`config.mk`:
```
export PLATFORM = sky130hd
export DESIGN_NAME = oka_seq_mult_flat
export DESIGN_NICKNAME = d
export VERILOG_FILES = /design/src/rtl/oka_seq_mult_if.sv /design/src/rtl/oka_seq_mult.sv /design/src/flat_wrapper.sv
export SDC_FILE = /design/constraint.sdc
export NUM_CORES = 1
export LEC_CHECK = 0
export ABC_AREA = 1
export CAP_MARGIN = 20
export CORE_MARGIN = 3
export CORE_UTILIZATION = 54
export CTS_BUF_LIST = sky130_fd_sc_hd__clkbuf_8
export CTS_CLUSTER_DIAMETER = 60
export DETAILED_ROUTE_END_ITERATION = 10
export PLACE_DENSITY_LB_ADDON = 0.1
export RECOVER_POWER = 100
export SYNTH_ARGS = -nofsm -noshare
export SYNTH_HDL_FRONTEND = slang
export SYNTH_SLANG_ARGS = --single-unit
```
`constraint.sdc`:
```
create_clock -name clk -period 2 [get_ports clk]
set_input_delay 0.3 -clock clk [delete_from_list [all_inputs] [get_ports clk]]
set_output_delay 0.3 -clock clk [all_outputs]
set_load 0.01 [all_outputs]
```
`src/rtl/oka_seq_mult_if.sv`:
```
// Handshake bundle for oka_seq_mult: operand channel (in_valid/in_ready/a/b)
// and product channel (out_valid/out_ready/y). The master modport is the
// operand source and product consumer; the slave modport is the multiplier.
interface oka_seq_mult_if #(
   parameter int N = 24
);
   logic             in_valid;
   logic             in_ready;
   logic [N-1:0]     a;
   logic [N-1:0]     b;
   logic             out_valid;
   logic             out_ready;
   logic [2*N-2:0]   y;

   modport master (
      output in_valid, a, b, out_ready,
      input  in_ready, out_valid, y
   );

   modport slave (
      input  in_valid, a, b, out_ready,
      output in_ready, out_valid, y
   );
endinterface

```
`src/rtl/oka_seq_mult.sv`:
```
// oka_seq_mult: multi-cycle carry-less (GF(2)[x]) multiplier, overlap-free
// Karatsuba on even/odd coefficient halves. One shared N/2 x N/2 carry-less
// sub-multiplier produces Pe, Po and Pm on consecutive cycles; a registered
// overlap stage recombines them into the 2N-1 coefficient product.
// Optional macro OKA_SEQ_REDUCE_EN adds a bit-serial reduction mod POLY
// (N-1 extra cycles); without it y is the full unreduced product.
module oka_seq_mult #(
   parameter int         N    = 24,
   parameter logic [N:0] POLY = 25'h100001B
) (
   input  logic            clk,
   input  logic            rst_n,
   oka_seq_mult_if.slave   bus
);

   localparam int H = N / 2;       // half-operand width
   localparam int W = 2 * N - 1;   // full product width

   typedef enum logic [2:0] {
      IDLE  = 3'd0,
      MUL_E = 3'd1,
      MUL_O = 3'd2,
      MUL_M = 3'd3,
      COMB  = 3'd4,
      RED   = 3'd5,
      DONE  = 3'd6
   } state_t;

   state_t          state;
   state_t          state_nxt;

   logic [N-1:0]    a_r;
   logic [N-1:0]    b_r;
   logic [H-1:0]    ae, ao, am;
   logic [H-1:0]    be, bo, bm;
   logic [H-1:0]    mul_x, mul_y;
   logic [N-2:0]    sub_p;
   logic [N-2:0]    pe, po, pm;
   logic [W-1:0]    comb_y;
   logic [W-1:0]    y_r;
   logic            accept;

`ifdef OKA_SEQ_REDUCE_EN
   localparam int CW = $clog2(W);
   logic [CW-1:0]   cnt;
   logic [W-1:0]    poly_sh;
`endif

   // Only even N >= 4 with a monic modulus of degree N is meaningful; an
   // illegal configuration shows up as this named scope in the hierarchy.
   if ((N % 2) != 0 || N < 4 || POLY[N] != 1'b1) begin : g_illegal_config
   end

   // Carry-less schoolbook product of two half-width operands.
   function automatic logic [N-2:0] clmul_half(input logic [H-1:0] x,
                                               input logic [H-1:0] v);
      logic [N-2:0] r;
      r = '0;
      for (int i = 0; i < H; i++) begin
         if (x[i]) r = r ^ ({{(H-1){1'b0}}, v} << i);
      end
      return r;
   endfunction

   // Zero-interleave: coefficient j moves to bit 2j (substitutes x -> x^2).
   function automatic logic [2*N-4:0] spread(input logic [N-2:0] p);
      logic [2*N-4:0] r;
      r = '0;
      for (int j = 0; j < N - 1; j++) r[2*j] = p[j];
      return r;
   endfunction

   assign accept = bus.in_valid && (state == IDLE);

   // Even/odd split of the captured operands and their Karatsuba middle sums.
   always_comb begin
      // NOTE: every combinational output gets a default first, so no path
      // leaves a variable unassigned and no latch is inferred.
      ae = '0; ao = '0; be = '0; bo = '0;
      for (int i = 0; i < H; i++) begin
         ae[i] = a_r[2*i];
         ao[i] = a_r[2*i+1];
         be[i] = b_r[2*i];
         bo[i] = b_r[2*i+1];
      end
      am = ae ^ ao;
      bm = be ^ bo;
   end

   // Operand mux for the shared sub-multiplier, steered by the FSM state.
   always_comb begin
      mul_x = am;
      mul_y = bm;
      case (state)
         MUL_E: begin mul_x = ae; mul_y = be; end
         MUL_O: begin mul_x = ao; mul_y = bo; end
         default: ;
      endcase
   end

   assign sub_p = clmul_half(mul_x, mul_y);

   // Overlap-free recombination; each term is placed by concatenation so the
   // sum lands exactly in 2N-1 bits.
   always_comb begin
      comb_y = {2'b00, spread(pe)}
             ^ {1'b0, spread(pe ^ po ^ pm), 1'b0}
             ^ {spread(po), 2'b00};
   end

`ifdef OKA_SEQ_REDUCE_EN
   // Modulus aligned under the current leading coefficient cnt.
   always_comb begin
      poly_sh = {{(N-2){1'b0}}, POLY} << (cnt - CW'(N));
   end
`endif

   // State register.
   always_ff @(posedge clk or negedge rst_n) begin
      // NOTE: sequential state uses non-blocking assignments so every
      // register samples pre-edge values regardless of block ordering.
      if (!rst_n) state <= IDLE;
      else        state <= state_nxt;
   end

   // Next-state logic: strict walk through the three products, recombine,
   // optional reduction, then hold in DONE until the consumer accepts.
   always_comb begin
      state_nxt = state;
      case (state)
         IDLE:  if (accept) state_nxt = MUL_E;
         MUL_E: state_nxt = MUL_O;
         MUL_O: state_nxt = MUL_M;
         MUL_M: state_nxt = COMB;
`ifdef OKA_SEQ_REDUCE_EN
         COMB:  state_nxt = RED;
         RED:   if (cnt == CW'(N)) state_nxt = DONE;
`else
         COMB:  state_nxt = DONE;
`endif
         DONE:  if (bus.out_ready) state_nxt = IDLE;
         default: state_nxt = IDLE;
      endcase
   end

   // Datapath registers: operand capture, sub-products, result and reduction.
   always_ff @(posedge clk or negedge rst_n) begin
      // NOTE: all datapath registers are cleared by reset so an aborted
      // operation leaves no stale partial products or result behind.
      if (!rst_n) begin
         a_r <= '0;
         b_r <= '0;
         pe  <= '0;
         po  <= '0;
         pm  <= '0;
         y_r <= '0;
`ifdef OKA_SEQ_REDUCE_EN
         cnt <= '0;
`endif
      end else begin
         if (accept) begin
            a_r <= bus.a;
            b_r <= bus.b;
         end
         case (state)
            MUL_E: pe <= sub_p;
            MUL_O: po <= sub_p;
            MUL_M: pm <= sub_p;
            COMB: begin
               y_r <= comb_y;
`ifdef OKA_SEQ_REDUCE_EN
               cnt <= CW'(W - 1);
`endif
            end
`ifdef OKA_SEQ_REDUCE_EN
            RED: begin
               if (y_r[cnt]) y_r <= y_r ^ poly_sh;
               if (cnt != CW'(N)) cnt <= cnt - 1'b1;
            end
`endif
            default: ;
         endcase
      end
   end

   assign bus.in_ready  = (state == IDLE);
   assign bus.out_valid = (state == DONE);
   assign bus.y         = y_r;

endmodule
```
`src/flat_wrapper.sv`:
```
// flat-port wrapper written by rule: the top's interface ports become plain ports
module oka_seq_mult_flat 
#(
   parameter int         N    = 24,
   parameter logic [N:0] POLY = 25'h100001B
)
  (clk, rst_n, bus_in_valid, bus_a, bus_b, bus_out_ready, bus_in_ready, bus_out_valid, bus_y);
  oka_seq_mult_if #(.N(N)) bus_i ();
  input  logic clk;
  input  logic rst_n;
  input wire logic [$bits(bus_i.in_valid)-1:0] bus_in_valid;
  input wire logic [$bits(bus_i.a)-1:0] bus_a;
  input wire logic [$bits(bus_i.b)-1:0] bus_b;
  input wire logic [$bits(bus_i.out_ready)-1:0] bus_out_ready;
  output wire logic [$bits(bus_i.in_ready)-1:0] bus_in_ready;
  output wire logic [$bits(bus_i.out_valid)-1:0] bus_out_valid;
  output wire logic [$bits(bus_i.y)-1:0] bus_y;
  assign bus_i.in_valid = bus_in_valid;
  assign bus_i.a = bus_a;
  assign bus_i.b = bus_b;
  assign bus_i.out_ready = bus_out_ready;
  assign bus_in_ready = bus_i.in_ready;
  assign bus_out_valid = bus_i.out_valid;
  assign bus_y = bus_i.y;
  oka_seq_mult #(.N(N), .POLY(POLY)) u_core (.clk(clk), .rst_n(rst_n), .bus(bus_i));
endmodule
```
Word-level counts from Yosys, hierarchy flattened
Index checks and enable logic that the tools add are counted.
Cells by class
  equality and inequality tests: 7
  mux-type cells: 17
  bitwise operators: 17
  reduce and logical (&&, ||, !) cells: 3
Operators with widths (count)
  23-bit 2-to-1 mux: 11
  23-bit XOR: 3
  12-bit case mux with 2 select lines: 2
  47-bit XOR: 1
  45-bit by 46-bit XOR with 46-bit output: 1
  12-bit XOR: 2
  23-bit by 14-bit XOR with 23-bit output: 1
  23-bit by 15-bit XOR with 23-bit output: 1
  23-bit by 16-bit XOR with 23-bit output: 1
  23-bit by 17-bit XOR with 23-bit output: 1
  23-bit by 18-bit XOR with 23-bit output: 1
  23-bit by 19-bit XOR with 23-bit output: 1
  23-bit by 20-bit XOR with 23-bit output: 1
  23-bit by 21-bit XOR with 23-bit output: 1
  23-bit by 22-bit XOR with 23-bit output: 1
  3-bit case mux with 6 select lines: 1
  12-bit by 13-bit XOR with 13-bit output: 1
  12-bit 2-to-1 mux: 1
  3-bit by 2-bit == test with 1-bit output, second input constant: 2
  3-bit == test, second input constant: 2
  3-bit 2-to-1 mux: 2
  3-bit by 1-bit == test with 1-bit output, second input constant: 1
  3-bit zero test: 1
  2-bit by 1-bit inequality test with 1-bit output, second input constant: 1
  other kinds (3): 3
Word-level totals
  bits in registers: 167

Logic depth before layout (Yosys ltp)
Gate-level depths: netlist (run 1).
  depth in word-level cells: 25
  mapped depth: 22

Worst setup path before layout (run 1)
No wires, ideal clock.
  path kind: reg-to-reg
  start: reg u_core.state[0]
  end: reg u_core.pe[17]
  library setup time: 0.118 ns
  arrival: 1.905 ns
  data required time: 1.882 ns
  path slack: -0.023 ns
  stages on the path, launching flop included: 15
  path buffers: 3
  period minus slack after synthesis: 2.023 ns
  path through: dfrtp_1 buf_6 nor2_4 nand2_2 buf_4 nand2_1 nand2_1 nand2_1 buf_2 nor2_1 xnor2_1 xnor2_1 or2_1 nand3_1 nand2_1
On the way
  cells in the longest elaborated chain, start to end: 21
  elaborated cells on any way between the ends: 23
Ends and longest elaborated chain
  start: declaration: RTL line oka_seq_mult.sv:29  | state_t state;
  start signal: assignment: RTL line oka_seq_mult.sv:123  | else state <= state_nxt;
  3-bit by 2-bit == test with 1-bit output / 3-bit by 1-bit == test with 1-bit output (equally long branches): RTL line oka_seq_mult.sv:94, oka_seq_mult.sv:165
  12-bit case mux with 2 select lines: RTL line oka_seq_mult.sv:94  | case (state)
  23-bit 2-to-1 mux: RTL line oka_seq_mult.sv:60  | if (x[i]) r = r ^ ({{(H-1){1'b0}}, v} << i);
  23-bit by 15-bit XOR with 23-bit output: RTL line oka_seq_mult.sv:60
  23-bit 2-to-1 mux: RTL line oka_seq_mult.sv:60
  23-bit by 16-bit XOR with 23-bit output: RTL line oka_seq_mult.sv:60
  23-bit 2-to-1 mux: RTL line oka_seq_mult.sv:60
  23-bit by 17-bit XOR with 23-bit output: RTL line oka_seq_mult.sv:60
  [... 5 more ...]
  23-bit by 20-bit XOR with 23-bit output: RTL line oka_seq_mult.sv:60
  23-bit 2-to-1 mux: RTL line oka_seq_mult.sv:60
  23-bit by 21-bit XOR with 23-bit output: RTL line oka_seq_mult.sv:60
  23-bit 2-to-1 mux: RTL line oka_seq_mult.sv:60
  23-bit by 22-bit XOR with 23-bit output: RTL line oka_seq_mult.sv:60
  23-bit 2-to-1 mux: RTL line oka_seq_mult.sv:60
  23-bit XOR: RTL line oka_seq_mult.sv:60
  23-bit 2-to-1 mux: RTL line oka_seq_mult.sv:60
  end signal: assignment: RTL line oka_seq_mult.sv:166  | MUL_E: pe <= sub_p;
  end: declaration: RTL line oka_seq_mult.sv:38  | logic [N-2:0] pe, po, pm;
Several ways; a longest one is shown, not always the timed one.
A chain may end at the register's enable or synchronous reset.

Worst setup path in the final report (run 1)
  start: reg u_core.state[2]
  end: reg u_core.pm[15]
On the way
  cells in the longest elaborated chain, start to end: 21
  elaborated cells on any way between the ends: 24
Ends and longest elaborated chain
  3-bit by 2-bit == test with 1-bit output / 3-bit by 1-bit == test with 1-bit output (equally long branches): RTL line oka_seq_mult.sv:94
  12-bit case mux with 2 select lines: RTL line oka_seq_mult.sv:94
  23-bit 2-to-1 mux: RTL line oka_seq_mult.sv:60
  23-bit by 15-bit XOR with 23-bit output: RTL line oka_seq_mult.sv:60
  23-bit 2-to-1 mux: RTL line oka_seq_mult.sv:60
  23-bit by 16-bit XOR with 23-bit output: RTL line oka_seq_mult.sv:60
  23-bit 2-to-1 mux: RTL line oka_seq_mult.sv:60
  23-bit by 17-bit XOR with 23-bit output: RTL line oka_seq_mult.sv:60
  [... 5 more ...]
  23-bit by 20-bit XOR with 23-bit output: RTL line oka_seq_mult.sv:60
  23-bit 2-to-1 mux: RTL line oka_seq_mult.sv:60
  23-bit by 21-bit XOR with 23-bit output: RTL line oka_seq_mult.sv:60
  23-bit 2-to-1 mux: RTL line oka_seq_mult.sv:60
  23-bit by 22-bit XOR with 23-bit output: RTL line oka_seq_mult.sv:60
  23-bit 2-to-1 mux: RTL line oka_seq_mult.sv:60
  23-bit XOR: RTL line oka_seq_mult.sv:60
  23-bit 2-to-1 mux: RTL line oka_seq_mult.sv:60
  end signal: assignment: RTL line oka_seq_mult.sv:168  | MUL_M: pm <= sub_p;
  end: declaration: RTL line oka_seq_mult.sv:38
Several ways; a longest one is shown, not always the timed one.

==> flow_summary.json, run 1 <==
{
  "timing.hold.ws_ps": 400.0,
  "slowest_stage": "dfrtp_1",
  "gr-total-overflow": 0,
  "postPlaceCellArea_um2": 12090,
  "cts_sinks": 167,
  "crit_type": "reg -> reg",
  "gp_congestion": 0.9365,
  "cts_buffer_depth": 2,
  "path_cells": "buf_4 -> inv_2 -> nand3_4 -> buf_6 -> nand2_2 -> inv_1 -> nand2_2 -> nand2_4 -> buf_4 -> nor2_1 -> nand2_1 -> nand2_1 -> nand2_1 -> nand2_1 -> inv_1 -> nand3_1 -> nand2_1 -> nand2_1 -> nand2_2 -> nand2_1 -> nand2_1",
  "nets": 1571,
  "die_h_um": 142.4,
  "avgSynthCellArea_um2": 7.629,
  "gr-usage-all-layers": 0.2611,
  "die_x_um": 142.4,
  "antenna_found_initial": 1,
  "finalHoldViolations": 0,
  "relSlewSlack": 0.3456,
  "crit_family": "simple AND/OR/NAND/NOR gates",
  "ys_seq_area_frac": 0.4159,
  "htreeDepth": 4,
  "yosysWarnings": 0,
  "skew_ps": 15.96,
  "worst_slew_pin_slew_ps": 981.6,
  "final_common_cell": "nand2_1",
  "drive_gt1_frac": 0.2265,
  "hp-class": "in -> reg",
  "via_per_inst": 5.124,
  "wl_met1_mm": 11.50,
  "synth_area_um2": 10050,
  "drtIter0Drc": 585,
  "path_clk_slew_ps": 110,
  "wl_met2_mm": 12.24,
  "dr_total_vias": 9023,
  "clkLatencyLatePin_ps": 480,
  "cp.arrival_ps": 2800,
  "cp_common_cell": "nand2_1",
  "status": "finished, violations left",
  "crit_fanout": 7,
  "finalSetupViolations": 63,
  "dp_hpwl_mm": 18.43,
  "final_cells": 1761,
  "dp_cells": 1711,
  "netlist_instances": 1317,
  "cts_root_buffer": "clkbuf_8",
  "fin_crit_sh": 1.213,
  "layout_common_cells": "nand2_1, dfrtp_1, buf_4",
  "drc": 0,
  "multiInputGateArea_um2": 5533,
  "fillCellCount": 1488,
  "grt_max_degree": 93,
  "grt_first_pass_wirelength_mm": 42.38,
  "grt_pass1_vias": 8599,
  "synth.ff_latch_count": 167,
  "cts_tree": "yes",
  "fin_area_um2": 13050,
  "period_needed_ps": 2426,
  "drt_pass1_iterations": 6,
  "dieArea_um2": 20280,
  "critical_path_required_ps": 2370,
  "cp-end-kind": "register",
  "io_pins": 101,
  "synth_nets": 1369,
  "row_count": 49,
  "layout_setup_ws_ps": -425.8,
  "regArea_um2": 4180,
  "max_cap_viol_count": 0,
  "slew_violations": 0,
  "synth.distinct_cells": 33,
  "antenna_left": 0,
  "wire_per_inst_um": 14.63,
  "start_kind": "register",
  "cpPeakStageDelay_ps": 410,
  "design.core.area_um2": 18150,
  "cts_buffers": 17,
  "io_buffers": 100,
  "rsz0062_at_grt": "yes",
  "num_antenna_cells": 0,
  "violations": "setup timing",
  "top_layer_used": "met5",
  "fmax_mhz": 412.2,
  "met3WireLength_mm": 1.333,
  "syn2layout_area_growth_pct": 29.91,
  "wl_mm": 25.76,
  "start_util": 0.5536,
  "timing.critical_path.buf_inv": 6
}
registers in the layout (all words and copies together) (netlist names):
name / count
u_core.pm: 23
u_core.b_r: 24
u_core.a_r: 24
u_core.pe: 23
u_core.state: 3
u_core.po: 23
u_core.bus.y: 47
routing by layer:
| metal | vias up | global-route usage |
|---|---|---|
| met5 | - | 0 |
| met4 | 2 | 0.09255 |
| met3 | 57 | 0.03898 |
| met2 | 282 | 0.4268 |
| met1 | 4190 | 0.3564 |
| li1 | 4492 | - |
tightest hold or removal path: stages:
cell,delay (ps)
clkdlybuf4s50_1,400
nor2_1,100
a21oi_1,50
cell type report:
class,count,area share
clock buffers,18,0.01898
clock inverters,14,0.01294
inverters,101,0.02905
multi-input cells,1002,0.4239
flip-flops and latches,167,0.3203
well taps,229,0.02195
repair buffers,230,0.1729
synthesized netlist by cell type, drive strengths merged:
library cell | count | area share
a21boi | 1 | 0.00075
a21oi | 2 | 0.0010
buf | 26 | 0.020
clkbuf | 21 | 0.0078
clkinv | 2 | 0.00075
dfrtp | 167 | 0.42
inv | 99 | 0.037
mux2 | 46 | 0.052
nand2 | 543 | 0.21
nand3 | 64 | 0.034
nand3b | 7 | 0.0052
nand4 | 11 | 0.0068
nor2 | 117 | 0.055
nor3 | 4 | 0.0020
nor4 | 1 | 0.00062
o211ai | 1 | 0.00075
o21ai | 76 | 0.038
or2 | 5 | 0.0031
xnor2 | 86 | 0.079
xor2 | 38 | 0.035
metrics by stage:
stage,setup TNS [ps],setup WS (ps),utilization
floorplan,0,3.916,-
global placement,-14740,-352.7,0.6662
detailed placement,-18020,-431.6,0.6662
CTS,-17410,-354.7,0.7057
global route,-31970,-586.1,0.7193
finish,-20550,-425.8,0.7193
path summary, 6_finish.rpt:
path	from	endpoint	cells past startpoint	slack, ps
setup / recovery	u_core.state[2]$_DFFE_PN0P_	u_core.pm[15]$_DFFE_PN0N_	21	-430
hold / removal	bus_a[0]	u_core.a_r[0]$_DFFE_PN0P_	3	400
setup reg to reg	u_core.state[2]$_DFFE_PN0P_	u_core.pm[15]$_DFFE_PN0N_	21	-430
hold reg to reg	u_core.bus.y[26]$_DFFE_PN0P_	u_core.bus.y[26]$_DFFE_PN0P_	2	490
max in group asynchronous	rst_n	u_core.state[1]$_DFFE_PN0P_	3	300
min in group asynchronous	rst_n	u_core.bus.y[4]$_DFFE_PN0P_	2	510
what timing repair did:
action / 4_1_cts / 5_1_grt
gates cloned: 3 / 2
endpoints found under the hold margin: 39 / 0
setup buffers: 7 / 5
setup endpoints to repair: 63 / 68
hold buffers: 1 / 0
pin swaps: 21 / 19
resized for setup: 52 / 76
logic make-up after synthesis:
| kind of cell | count (synthesis) | synth area share |
|---|---|---|
| flip-flops | 167 | 0.4159 |
| AND/OR/NAND/NOR | 752 | 0.3135 |
| XOR/XNOR | 124 | 0.1133 |
| buffers and inverters | 148 | 0.06538 |
| AO/OA/AOI/OAI | 80 | 0.04035 |
| multiplexers | 46 | 0.05156 |
Power of run 1 is left out: the tool's default activity adds up to more than one toggle a clock period on the data nets, which glitch-free logic cannot reach.
==> inputs of run 2 (changes only) <==
--- a/config.mk
+++ b/config.mk
@@ -14,6 +14,7 @@
 export DETAILED_ROUTE_END_ITERATION = 10
 export PLACE_DENSITY_LB_ADDON = 0.1
 export RECOVER_POWER = 100
+export SLEW_MARGIN = 20
 export SYNTH_ARGS = -nofsm -noshare
 export SYNTH_HDL_FRONTEND = slang
 export SYNTH_SLANG_ARGS = --single-unit
==> results of run 2 <==
No change in the layout: final DEF, timing and power equal those of run 1.
Power of run 2 is left out for the same reason.
==> inputs of run 3 (changes only) <==
--- a/config.mk
+++ b/config.mk
@@ -8,10 +8,11 @@
 export ABC_AREA = 1
 export CAP_MARGIN = 20
 export CORE_MARGIN = 3
-export CORE_UTILIZATION = 54
+export CORE_UTILIZATION = 60
 export CTS_BUF_LIST = sky130_fd_sc_hd__clkbuf_8
 export CTS_CLUSTER_DIAMETER = 60
 export DETAILED_ROUTE_END_ITERATION = 10
+export DONT_BUFFER_PORTS = 1
 export PLACE_DENSITY_LB_ADDON = 0.1
 export RECOVER_POWER = 100
 export SLEW_MARGIN = 20
==> run 3 against run 2 <==
- the run ends with hold timing, setup timing left
- maximum frequency increased by 4.4%
- register-to-register slack improved by 100 ps
- wire length is 2.9% higher
- cell count fell by 4.5%
- critical path depth unchanged
- sequential cell count unchanged
- setup slack gained 100 ps
- via count is 0.92% lower
- clock skew rose by 1.7 ps
- die area is 9.6% lower
- largest cell class unchanged
==> flow_summary.json, run 3 (same netlist as run 1, synthesis figures left out) <==
{
  "die_x_um": 135.4,
  "cp-end-kind": "register",
  "crit_type": "reg -> reg",
  "cp.arrival_ps": 2690,
  "gp_congestion": 1.011,
  "crit_fanout": 9,
  "slew_violations": 0,
  "antenna_left": 0,
  "cts_sinks": 167,
  "worst_slew_pin_slew_ps": 668.0,
  "final_cells": 1682,
  "grt_max_degree": 168,
  "status": "finished, violations left",
  "num_antenna_cells": 0,
  "drt_pass1_iterations": 6,
  "period_needed_ps": 2325,
  "drive_gt1_frac": 0.2203,
  "finalSetupViolations": 63,
  "cp_common_cell": "nand2_1",
  "postPlaceCellArea_um2": 10950,
  "start_util": 0.6234,
  "violations": "hold timing, setup timing",
  "cts_root_buffer": "clkbuf_8",
  "gr-total-overflow": 0,
  "fmax_mhz": 430.2,
  "design.core.area_um2": 16120,
  "relSlewSlack": 0.5547,
  "wl_mm": 26.50,
  "rsz0062_at_grt": "yes",
  "nets": 1505,
  "timing.hold.ws_ps": -500.2,
  "slowest_stage": "dfrtp_2",
  "antenna_found_initial": 0,
  "io_buffers": 0,
  "via_per_inst": 5.315,
  "syn2layout_area_growth_pct": 23.30,
  "grt_pass1_vias": 8503,
  "row_count": 46,
  "dieArea_um2": 18330,
  "cpPeakStageDelay_ps": 460,
  "path_clk_slew_ps": 110,
  "dp_hpwl_mm": 17.18,
  "drtIter0Drc": 830,
  "cts_tree": "yes",
  "io_pins": 101,
  "gr-usage-all-layers": 0.2921,
  "crit_family": "simple AND/OR/NAND/NOR gates",
  "critical_path_required_ps": 2360,
  "cts_hold_buffers": 49,
  "final_common_cell": "nand2_1",
  "grt_first_pass_wirelength_mm": 42.45,
  "cts_buffer_depth": 2,
  "largest_reg_flops": 47,
  "finalHoldViolations": 167,
  "dr_total_vias": 8940,
  "regToRegSetupSlack_ps": -320,
  "htreeDepth": 4,
  "setup_tns_ps": -15670,
  "wire_per_inst_um": 15.75,
  "cts_buffers": 17,
  "fin_area_um2": 12390,
  "start_kind": "register",
  "die_h_um": 135.4,
  "timing.critical_path.buf_inv": 6,
  "path_cells": "inv_2 -> nand3_4 -> buf_12 -> nand2_2 -> nor2_1 -> nor2_4 -> buf_4 -> buf_6 -> nand2_1 -> nand2_1 -> nand2_1 -> inv_1 -> nand2_1 -> nand2_1 -> nand2_1 -> nand2_2 -> inv_1 -> nand2_1 -> nand2_1 -> nand2_1 -> nand2_1",
  "dp_cells": 1579,
  "fin_crit_sh": 1.162,
  "drc": 0,
  "hp-class": "in -> async",
  "layout_common_cells": "nand2_1, dfrtp_1, inv_1",
  "layout_setup_ws_ps": -324.6,
  "max_cap_viol_count": 0,
  "skew_ps": 17.71,
  "clkLatencyLatePin_ps": 480
}
[run 3: cell count changes in the layout (fill, tap and decap cells not counted), sizes merged, moves of 2 or more]
cell / before / now
inv: 107 / 105
buf: 124 / 111
clkinv: 5 / 7
clkdlybuf4s50: 50 / 0
clkbuf: 26 / 20
[run 3: final timing paths]
check / from / endpoint / cells after the start
max reg2reg: u_core.state[1]$_DFFE_PN0P_ / u_core.pe[9]$_DFFE_PN0N_ / 21
max in group asynchronous: rst_n / u_core.state[2]$_DFFE_PN0P_ / 0
min in group clk: bus_out_ready / u_core.state[1]$_DFFE_PN0P_ / 3
min: rst_n / u_core.bus.y[5]$_DFFE_PN0P_ / 0
min reg2reg: u_core.pm[6]$_DFFE_PN0N_ / u_core.pm[6]$_DFFE_PN0N_ / 2
max: u_core.state[1]$_DFFE_PN0P_ / u_core.pe[9]$_DFFE_PN0N_ / 21
[run 3: per-stage QoR]
| stage | worst slack [ps] | hold slack, ps | util |
|---|---|---|---|
| after floorplan | 3.916 | 4.409 | - |
| after global routing | -544.8 | -527.3 | 0.7687 |
| after CTS | -271.8 | -505.9 | 0.7504 |
| final | -324.6 | -500.2 | 0.7687 |
| after detailed placement | -328.0 | 7.978 | 0.6797 |
| after global placement | -275.4 | 8.515 | 0.6797 |
[run 3: cell type report]
class / instances / area [µm²]
Clock buffer: 17 / 234.0
Sequential cell: 167 / 4183
Clock inverter: 15 / 201.4
Timing Repair Buffer: 163 / 1597
Tap cell: 216 / 270.3
Inverter: 101 / 382.9
Multi-Input combinational cell: 1003 / 5520
Fill cell: 1161 / 3727
[run 3: worst reg2reg max path: stages (launching register included)]
cell and delay, ps:
dfrtp_2 460, inv_2 100, nand3_4 140, buf_12 190
nand2_2 90, nor2_1 70, nor2_4 150, buf_4 150
buf_6 90, nand2_1 40, nand2_1 60, nand2_1 90
inv_1 60, nand2_1 60, nand2_1 50, nand2_1 50
nand2_2 80, inv_1 40, nand2_1 50, nand2_1 80
nand2_1 70, nand2_1 40
[run 3: what timing repair did]
| action | in CTS | in global routing |
|---|---|---|
| gates resized for setup | 43 | 63 |
| hold endpoints to repair | 216 | 167 |
| cloned | 1 | 2 |
| pin swaps | 10 | 11 |
| endpoints found under the setup margin | 60 | 63 |
| setup buffers | 9 | 10 |
[run 3: layer usage]
layer,vias to the layer above,GRT usage,part of all wire
li1,4355,-,-
met1,4158,0.3986,0.43
met2,348,0.4696,0.46
met3,79,0.05312,0.069
met4,0,0.1075,0.039
met5,-,0,0
Power of run 3 is left out for the same reason.
